**config.mk**
```make
export PLATFORM = sky130hd
export DESIGN_NAME = ann_face_collector
export DESIGN_NICKNAME = d
export VERILOG_FILES = /design/src/rtl/ann_pkg.sv /design/src/rtl/ann_sync_fifo.sv /design/src/rtl/ann_face_collector.sv
export SDC_FILE = /design/constraint.sdc
export NUM_CORES = 1
export LEC_CHECK = 0
export ABC_CLOCK_PERIOD_IN_PS = 8750
export CELL_PAD_IN_SITES_DETAIL_PLACEMENT = 1
export CELL_PAD_IN_SITES_GLOBAL_PLACEMENT = 2
export CORE_ASPECT_RATIO = 1.2
export CORE_MARGIN = 2
export CORE_UTILIZATION = 52
export DETAILED_ROUTE_END_ITERATION = 12
export PLACE_DENSITY = 0.95
export SLEW_MARGIN = 0
export SYNTH_ARGS = -nofsm -noshare
export SYNTH_HDL_FRONTEND = slang
export SYNTH_HIERARCHICAL = 1
export SYNTH_SLANG_ARGS = --single-unit
```
**constraint.sdc**
```tcl
create_clock -name iClk -period 8.75 [get_ports iClk]
set_input_delay 1.3125 -clock iClk [delete_from_list [all_inputs] [get_ports iClk]]
set_output_delay 1.3125 -clock iClk [all_outputs]
set_load 0.02 [all_outputs]
```
**src/rtl/ann_pkg.sv**
```systemverilog
// Shared definitions for the ANN face collector: scan geometry defaults,
// coordinate widths, score constants and the candidate entry record.
package ann_pkg;

   localparam int X_POS_DEF = 300;
   localparam int Y_POS_DEF = 220;
   localparam int X_W       = 9;
   localparam int Y_W       = 8;
   localparam int SCORE_W   = 32;

   // Q8.24 logsig constants shared with the threshold stage.
   localparam logic [SCORE_W-1:0] THRESHOLD    = 32'h0080_0000;
   localparam logic [SCORE_W-1:0] REJECT_SCORE = 32'h0011_EB85;

   typedef struct packed {
      logic [X_W-1:0]     x;
      logic [Y_W-1:0]     y;
      logic [SCORE_W-1:0] score;
   } ann_entry_t;

   localparam int ENTRY_W = $bits(ann_entry_t);

   localparam logic [1:0] ST_IDLE = 2'd0;
   localparam logic [1:0] ST_SCAN = 2'd1;
   localparam logic [1:0] ST_DONE = 2'd2;

endpackage

```
**src/rtl/ann_sync_fifo.sv**
```systemverilog
// First-word-fall-through synchronous FIFO; a push while full is accepted
// when a pop happens in the same cycle.
module ann_sync_fifo #(
   parameter int WIDTH = 49,
   parameter int DEPTH = 16
) (
   input  logic             clk,
   input  logic             rst_n,
   input  logic             push,
   input  logic [WIDTH-1:0] din,
   input  logic             pop,
   output logic [WIDTH-1:0] dout,
   output logic             full,
   output logic             empty
);

   localparam int AW = $clog2(DEPTH);

   logic [WIDTH-1:0] mem [DEPTH];
   logic [AW:0]      wr_ptr;
   logic [AW:0]      rd_ptr;
   logic             do_push;
   logic             do_pop;

   // Pointers carry one extra wrap bit to tell full from empty.
   assign empty   = (wr_ptr == rd_ptr);
   assign full    = (wr_ptr[AW] != rd_ptr[AW]) && (wr_ptr[AW-1:0] == rd_ptr[AW-1:0]);
   assign do_pop  = pop & ~empty;
   assign do_push = push & (~full | do_pop);
   assign dout    = mem[rd_ptr[AW-1:0]];

   always_ff @(posedge clk or negedge rst_n) begin
      if (!rst_n) begin
         wr_ptr <= '0;
         rd_ptr <= '0;
      end else begin
         if (do_push) wr_ptr <= wr_ptr + 1'b1;
         if (do_pop)  rd_ptr <= rd_ptr + 1'b1;
      end
   end

   always_ff @(posedge clk) begin
      if (do_push) mem[wr_ptr[AW-1:0]] <= din;
   end

endmodule

```
**src/rtl/ann_face_collector.sv**
```systemverilog
// Tags ANN window decisions with raster coordinates, queues face candidates
// and reports per-frame count, overflow and end-of-frame.
module ann_face_collector
   import ann_pkg::*;
#(
   parameter int X_POS      = X_POS_DEF,
   parameter int Y_POS      = Y_POS_DEF,
   parameter int FIFO_DEPTH = 16,
   parameter int CNT_W      = 8
) (
   input  logic               iClk,
   input  logic               iReset_n,
   input  logic               iFrame_start,
   input  logic               iInput_ready,
   input  logic               iFlag,
   input  logic [31:0]        iData_in,
   output logic               oValid,
   input  logic               iAck,
   output logic [8:0]         oX,
   output logic [7:0]         oY,
   output logic [31:0]        oScore,
   output logic [CNT_W-1:0]   oFace_count,
   output logic               oOverflow,
   output logic               oFrame_done
);

   localparam logic [X_W-1:0] X_LAST = X_W'(X_POS - 1);
   localparam logic [Y_W-1:0] Y_LAST = Y_W'(Y_POS - 1);

   logic [1:0]       state;
   logic [X_W-1:0]   x;
   logic [Y_W-1:0]   y;
   logic [X_W-1:0]   cur_x;
   logic [Y_W-1:0]   cur_y;
   logic             accept;
   logic             is_last;

   logic             s1_face;
   logic             s1_last;
   ann_entry_t       s1_entry;

   ann_entry_t       head;
   logic             full;
   logic             empty;
   logic             pop;
   logic             drop;
   logic [CNT_W-1:0] face_count;
   logic             overflow;
   logic             frame_done;

   // A frame start in the same cycle as a decision makes it window (0,0).
   always_comb begin
      cur_x   = iFrame_start ? '0 : x;
      cur_y   = iFrame_start ? '0 : y;
      accept  = iInput_ready & (iFrame_start | (state == ST_SCAN));
      is_last = (cur_x == X_LAST) && (cur_y == Y_LAST);
   end

   always_ff @(posedge iClk or negedge iReset_n) begin
      if (!iReset_n) begin
         state <= ST_IDLE;
      end else if (accept && is_last) begin
         state <= ST_DONE;
      end else if (iFrame_start) begin
         state <= ST_SCAN;
      end
   end

   always_ff @(posedge iClk or negedge iReset_n) begin
      if (!iReset_n) begin
         x <= '0;
         y <= '0;
      end else if (accept) begin
         if (cur_x == X_LAST) begin
            x <= '0;
            y <= cur_y + 1'b1;
         end else begin
            x <= cur_x + 1'b1;
            y <= cur_y;
         end
      end else if (iFrame_start) begin
         x <= '0;
         y <= '0;
      end
   end

   // Decision register stage; the FIFO write happens one edge later.
   always_ff @(posedge iClk or negedge iReset_n) begin
      if (!iReset_n) begin
         s1_face  <= 1'b0;
         s1_last  <= 1'b0;
         s1_entry <= '0;
      end else begin
         s1_face  <= accept & ~iFlag;
         s1_last  <= accept & is_last;
         if (accept) begin
            s1_entry.x     <= cur_x;
            s1_entry.y     <= cur_y;
            s1_entry.score <= iData_in;
         end
      end
   end

   ann_sync_fifo #(
      .WIDTH (ENTRY_W),
      .DEPTH (FIFO_DEPTH)
   ) u_fifo (
      .clk   (iClk),
      .rst_n (iReset_n),
      .push  (s1_face),
      .din   (s1_entry),
      .pop   (pop),
      .dout  (head),
      .full  (full),
      .empty (empty)
   );

   assign pop  = iAck & ~empty;
   assign drop = s1_face & full & ~pop;

   // A new frame's clear wins over a stale candidate still in flight.
   always_ff @(posedge iClk or negedge iReset_n) begin
      if (!iReset_n) begin
         face_count <= '0;
         overflow   <= 1'b0;
         frame_done <= 1'b0;
      end else begin
         frame_done <= s1_last;
         if (iFrame_start) begin
            face_count <= '0;
            overflow   <= 1'b0;
         end else begin
            if (s1_face && (face_count != {CNT_W{1'b1}})) face_count <= face_count + 1'b1;
            if (drop) overflow <= 1'b1;
         end
      end
   end

   assign oValid      = ~empty;
   assign oX          = oValid ? head.x : '0;
   assign oY          = oValid ? head.y : '0;
   assign oScore      = oValid ? head.score : '0;
   assign oFace_count = face_count;
   assign oOverflow   = overflow;
   assign oFrame_done = frame_done;

endmodule

```
# == Word level (Yosys, flattened, before mapping) ==
# Memory sizes are Yosys's and may differ from the RTL's.
# Cells that the tools add are included.
# totals
register_bits,90
memories,1
output_inout_bits,60
ram_bits,784
input_bits,38
# mem_list
name,words,word_bits,read_ports,rd_clocked_by_memory_dff,wr,line_no,rtl
u_fifo.mem,16,49,1,0,1,ann_sync_fifo.sv:19,logic [WIDTH-1:0] mem [DEPTH];
# op_classes
addsub,5
n_mux,17
n_reduce_logical,7
eq_ne,7
n_bitwise,14
# op_table
operator,count
two-way mux 8 bit,6
two-way mux 9 bit,4
two-way mux 32 bit,1
adder 8 x 1 -> 8 bit (second input constant),2
adder 5 x 1 -> 5 bit (second input constant),2
adder 9 x 1 -> 9 bit (second input constant),1
equality test 9 bit (second input constant),1
AND 1 bit,8
equality test 8 bit (second input constant),1
inequality test 8 bit (second input constant),1
nonzero test 2 bit,3
equality test 5 bit,1
equality test 4 bit,1
logical AND 1 bit,4
two-way mux 1 bit,4
two-way mux 2 bit,2
NOT 1 bit,4
equality test 2 x 1 -> 1 bit (second input constant),1
OR 1 bit,2
inequality test 1 bit,1

# == Logic depth before layout (Yosys ltp) ==
# depth
ltp_word,8
depth_mapped,10

# == Cells and area by module ==
# The synthesis kept the hierarchy.
# modules_own_cells
module,area_each_um2,n_inst,cells_each,seq_area_each_um2
ann_sync_fifo,29966.2,1,1267,23792.8
ann_face_collector,3732.3,1,414,2001.9

# == Worst setup path after synthesis ==
# No wires, ideal clock.
# synth_timing
path_type,input -> register
startpoint,input iAck
endpoint,"memory u_fifo.mem[11][0], enable pin"
required_ps,8223
cell_stages,3
path_slack_ps,2672
arrival_time_ps,5551
path_buffers,0
path_cell_list,nor2b_1 -> o311ai_4 -> nor3b_1
# synth_via
elab_chain_len,6
# synth_lines
item,line_no,rtl
start: declaration,ann_face_collector.sv:18,"input logic iAck,"
AND 1 bit,ann_face_collector.sv:118,assign pop = iAck & ~empty;
AND 1 bit,ann_sync_fifo.sv:28,assign do_pop = pop & ~empty;
OR 1 bit,ann_sync_fifo.sv:29,assign do_push = push & (~full | do_pop);
AND 1 bit,ann_sync_fifo.sv:29,
two-way mux 1 bit,ann_sync_fifo.sv:43,if (do_push) mem[wr_ptr[AW-1:0]] <= din;
two-way mux 1 bit (not written as such),ann_sync_fifo.sv:43,
end: declaration,ann_sync_fifo.sv:19,
# Every way passes these cells.

==> tab_implementation.tex <==
\begin{tabular}{lr}
\hline
Metric & Value \\
\hline
\multicolumn{2}{l}{\textbf{Run status}} \\
Run status & completed \\
\multicolumn{2}{l}{\textbf{Global routing}} \\
Final global-route overflow total & 0 \\
Overall track demand over capacity in global routing & roughly 29\% \\
Vias in the first global route & 19657 \\
Maximum number of pins on one net before global-route repair & 78 \\
Number of antenna violations at the first check in global routing & 0 \\
Wire length of the first global-routing pass & 136000 um \\
\multicolumn{2}{l}{\textbf{Place}} \\
Number of port buffers & 97 \\
Global placement routability congestion & 0.751 \\
Post-DP HPWL & 42200 um \\
Placed cells & around 2600 \\
\multicolumn{2}{l}{\textbf{Clock network}} \\
Root buffer selected by CTS & sky130\_fd\_sc\_hd\_\_clkbuf\_16 \\
Number of buffers added to fix hold violations after cts & 0 \\
CTS H-Tree Depth & 3 \\
CTS tree & built \\
Clock-pin slew on the worst setup and hold paths & about 0.070 ns \\
Buffer count from post-CTS setup fixing & 0 \\
Number of clock sinks seen by CTS & approximately 900 \\
Number of cells upsized or downsized after cts & 0 \\
TritonCTS Buffers & 83 \\
Number of buffers on the longest clock path & 3 \\
Worst skew pair latency & between 0.6 and 0.7 ns \\
\multicolumn{2}{l}{\textbf{STA}} \\
Setup repair after global routing missed its margin & false \\
Maximum clock skew at final layout & $\sim$0.024 ns \\
Final-report setup violation count & 0 \\
Share of the clock period used by the worst path after layout & 72.5\% \\
Final hold violations & 0 \\
Worst-margin pin slew & $\sim$1.3 ns \\
Aggregate negative setup slack & 0 ns \\
Relative max-transition margin & 13.8\% \\
Worst hold margin & 0.364 ns \\
Highest clock rate & roughly 160 MHz \\
Max-slew violation count & 0 \\
Min cycle time layout & 6.35 ns \\
\multicolumn{2}{l}{\textbf{Power and ir drop}} \\
Pwr/cell area & around 330 nW/um\^{}2 \\
Final Power & 12.9 mW \\
Lkg Pwr & 12.6 nW \\
Worst IR Drop VDD & 0.000233 V \\
\multicolumn{2}{l}{\textbf{Synthesis}} \\
Register area share after synthesis & about 77\% \\
Syn Area/Cell & between 20 and 25 um\^{}2 \\
Cell count after synthesis & between 1500 and 2000 \\
Share of synthesized area spent on multiplexers & between 10\% and 20\% \\
Synth Net Count & 1727 \\
Most used DFF post-synth & sky130\_fd\_sc\_hd\_\_edfxtp\_1 \\
Synth area leader & sky130\_fd\_sc\_hd\_\_edfxtp\_1 \\
Adder-cell share of the synthesized area & less than 1\% \\
Number of synthesized register bits & roughly 870 \\
Unique masters post-synth & 53 \\
Number of warnings printed during yosys synthesis & 6 \\
Basic-gate share of the synthesized area counting and, or, nand and nor cells & 4.66\% \\
Biggest area contributors in the synthesized netlist & sky130\_fd\_sc\_hd\_\_edfxtp\_1 70\%, sky130\_fd\_sc\_hd\_\_mux4\_2 13\%, sky130\_fd\_sc\_hd\_\_dfrtp\_1 6.7\% \\
Cell area after synthesis & approximately 34000 um\^{}2 \\
Fraction of post-synthesis cell area in the top cell type by area & 69.9\% \\
Post-synthesis xor/xnor area fraction & less than 1\% \\
Count of flip-flops with a built-in enable after synthesis & 784 \\
Area fraction in compound gates after synthesis & 3.02\% \\
Async set-reset flop share out of synthesis & 10.3\% \\
Main combinational cell family by area after synthesis & multiplexers \\
\multicolumn{2}{l}{\textbf{Drt}} \\
Routed wirelength normalized by instance count & roughly 34 um \\
Routed length on met3 & between 8000 and 9000 um \\
Remaining design rule violation count & 0 \\
Pre-Repair DR Iteration Count & 5 \\
Routed metal-1 wire length & 33600 um \\
Vias per cell & approximately 6.6 \\
DR vias & 17886 \\
Total wire length after detailed routing & approximately 93000 um \\
Wire length on met2 & about 47000 um \\
Number of DRC violations after detailed-routing iteration 0 & about 2200 \\
DRT antenna net count & 0 \\
Top layer in use & met4 \\
\multicolumn{2}{l}{\textbf{Worst setup path}} \\
Arrival time of the worst setup path & 5.03 ns \\
Top fanout value on the critical path & 55 \\
Kind of start point of the critical path & flip-flop \\
Nature of the critical path endpoint & output port \\
Worst Setup Path Type & reg -> out \\
Worst EP required & approximately 7.4 ns \\
\multicolumn{2}{l}{\textbf{Finish}} \\
Final \#Nets & around 1900 \\
Area growth syn-to-layout & 14.2\% \\
Count of filler cells inserted in the layout & about 5400 \\
Final Instance Count excl. Fillers & 2706 \\
Layout cell share with drive strength beyond 1 & about a fifth \\
Ant. Diodes & 0 \\
\multicolumn{2}{l}{\textbf{Floorplan}} \\
Boundary Pins & 98 \\
Starting Density & between 50\% and 60\% \\
Core area & approximately 64000 um\^{}2 \\
Die Span X & 236 um \\
Row cnt & roughly 100 \\
Overall die height & 283 um \\
Die Area & roughly 67000 um\^{}2 \\
\multicolumn{2}{l}{\textbf{Min path}} \\
Hold crit path type & reg -> reg \\
\multicolumn{2}{l}{\textbf{Job}} \\
Number of maximum-capacitance violations & 0 \\
\hline
\end{tabular}
==> routing by layer <==
| layer | track usage [%] | vias up |
|---|---|---|
| li1 | - | 7015 |
| met5 | 0 | - |
| met4 | 13.3 | 0 |
| met1 | 36.8 | 9418 |
| met2 | 47.9 | 1183 |
| met3 | 5.29 | 270 |
==> worst max-delay path, cell delays in order, from the launching register on <==
cell	delay, ns
sky130_fd_sc_hd__dfrtp_4	0.87
sky130_fd_sc_hd__buf_4	0.71
sky130_fd_sc_hd__buf_4	0.96
sky130_fd_sc_hd__mux4_2	0.63
sky130_fd_sc_hd__a22oi_1	0.27
sky130_fd_sc_hd__nand2_1	0.17
sky130_fd_sc_hd__nor2b_1	0.16
sky130_fd_sc_hd__clkdlybuf4s50_1	0.55
==> cell type report <==
cell class | instances | area, um^2 | share of cell area (%)
clock buffer | 112 | 2310 | 6.00
clock inverter | 43 | 641 | 1.66
inverter | 14 | 52.6 | 0.136
multi-input combinational | 704 | 7460 | 19.4
sequential | 874 | 25800 | 67.0
tap | 832 | 1040 | 2.70
timing repair buffer | 127 | 1190 | 3.10
==> final timing paths <==
kind / start / end / slack [ns] / depth (start not counted)
worst max-delay path: u_fifo/rd_ptr[0] / oScore[19] / 2.40 / 7
max in group asynchronous: iReset_n / u_fifo/rd_ptr[0] / 6.65 / 2
worst min-delay path: s1_last / oFrame_done / 0.36 / 0
worst min register to register: s1_last / oFrame_done / 0.36 / 0
min in group asynchronous: iReset_n / y[6] / 0.74 / 1
worst max register to register: u_fifo/rd_ptr[1] / u_fifo/mem[6][3] / 2.76 / 9
==> cells in the mapped netlist (6+ instances only) <==
cell type,n
sky130_fd_sc_hd__nor3_1,6
sky130_fd_sc_hd__xnor2_1,21
sky130_fd_sc_hd__nand3_1,9
sky130_fd_sc_hd__nor2b_1,60
sky130_fd_sc_hd__nand4_1,6
sky130_fd_sc_hd__and3_1,15
sky130_fd_sc_hd__inv_1,13
sky130_fd_sc_hd__clkbuf_1,52
sky130_fd_sc_hd__a22oi_1,98
sky130_fd_sc_hd__buf_6,13
sky130_fd_sc_hd__nand2b_1,13
sky130_fd_sc_hd__nor2_1,18
sky130_fd_sc_hd__dfrtp_1,90
sky130_fd_sc_hd__mux4_2,196
sky130_fd_sc_hd__buf_2,14
sky130_fd_sc_hd__edfxtp_1,784
sky130_fd_sc_hd__ha_1,8
sky130_fd_sc_hd__nand2_1,180
sky130_fd_sc_hd__o21ai_0,18
==> power by group <==
part	total, mW	switching (mW)	internal [mW]	leakage, nW
registers	5.13	0.307	4.83	8.05
logic	3.78	2.10	1.68	3.09
clock network	3.95	1.64	2.31	1.43
==> metrics by stage <==
stage | cell area (um^2) | util (%) | setup slack (ns)
detailed placement | 35600 | 55.3 | 3.09
finish | 38500 | 59.9 | 2.40
CTS | 38500 | 59.9 | 2.26
global route | 38500 | 59.9 | 2.07
floorplan | 33700 | - | 2.67
global placement | 35600 | 55.3 | 3.16
==> flip-flops by register name, indices dropped and copies added, names as in the netlist <==
| signal | cells |
|---|---|
| y | 8 |
| oFrame_done | 1 |
| x | 9 |
| state | 2 |
| oOverflow | 1 |
| s1_entry | 49 |
| s1_face | 1 |
| u_fifo/rd_ptr | 5 |
| s1_last | 1 |
| u_fifo/wr_ptr | 5 |
| u_fifo/mem | 784 |
| oFace_count | 8 |
==> cell usage in the layout, fill, tap and decap left out, types with 4 or more instances in the layout <==
cell type,instances
sky130_fd_sc_hd__clkbuf_16,85
sky130_fd_sc_hd__a22oi_1,98
sky130_fd_sc_hd__clkdlybuf4s50_1,96
sky130_fd_sc_hd__a21oi_1,5
sky130_fd_sc_hd__clkinvlp_4,4
sky130_fd_sc_hd__nand4_1,6
sky130_fd_sc_hd__xor2_1,5
sky130_fd_sc_hd__clkinv_1,6
sky130_fd_sc_hd__xnor2_1,21
sky130_fd_sc_hd__o21ai_0,18
sky130_fd_sc_hd__clkbuf_8,8
sky130_fd_sc_hd__ha_1,8
sky130_fd_sc_hd__or4_1,4
sky130_fd_sc_hd__nand2_1,180
sky130_fd_sc_hd__nor2_1,16
sky130_fd_sc_hd__edfxtp_1,784
sky130_fd_sc_hd__clkinv_2,10
sky130_fd_sc_hd__nand3_1,9
sky130_fd_sc_hd__nor2b_1,57
sky130_fd_sc_hd__nand2b_1,13
sky130_fd_sc_hd__inv_6,4
sky130_fd_sc_hd__nor3_1,5
sky130_fd_sc_hd__buf_4,31
sky130_fd_sc_hd__inv_1,13
sky130_fd_sc_hd__bufinv_16,15
sky130_fd_sc_hd__dfrtp_1,88
sky130_fd_sc_hd__nor4_1,4
sky130_fd_sc_hd__clkbuf_1,19
sky130_fd_sc_hd__and3_2,12
sky130_fd_sc_hd__mux4_2,196
==> cell families after synthesis <==
family                     Yosys count
buffers and inverters              103
xor gates and xnor gates            26
muxes                              201
DFF                                874
adders and majority gates            8
AOI/OAI and AO/OA                  141
and+or+nand+nor                    328
(Power assumes the default switching activity.)
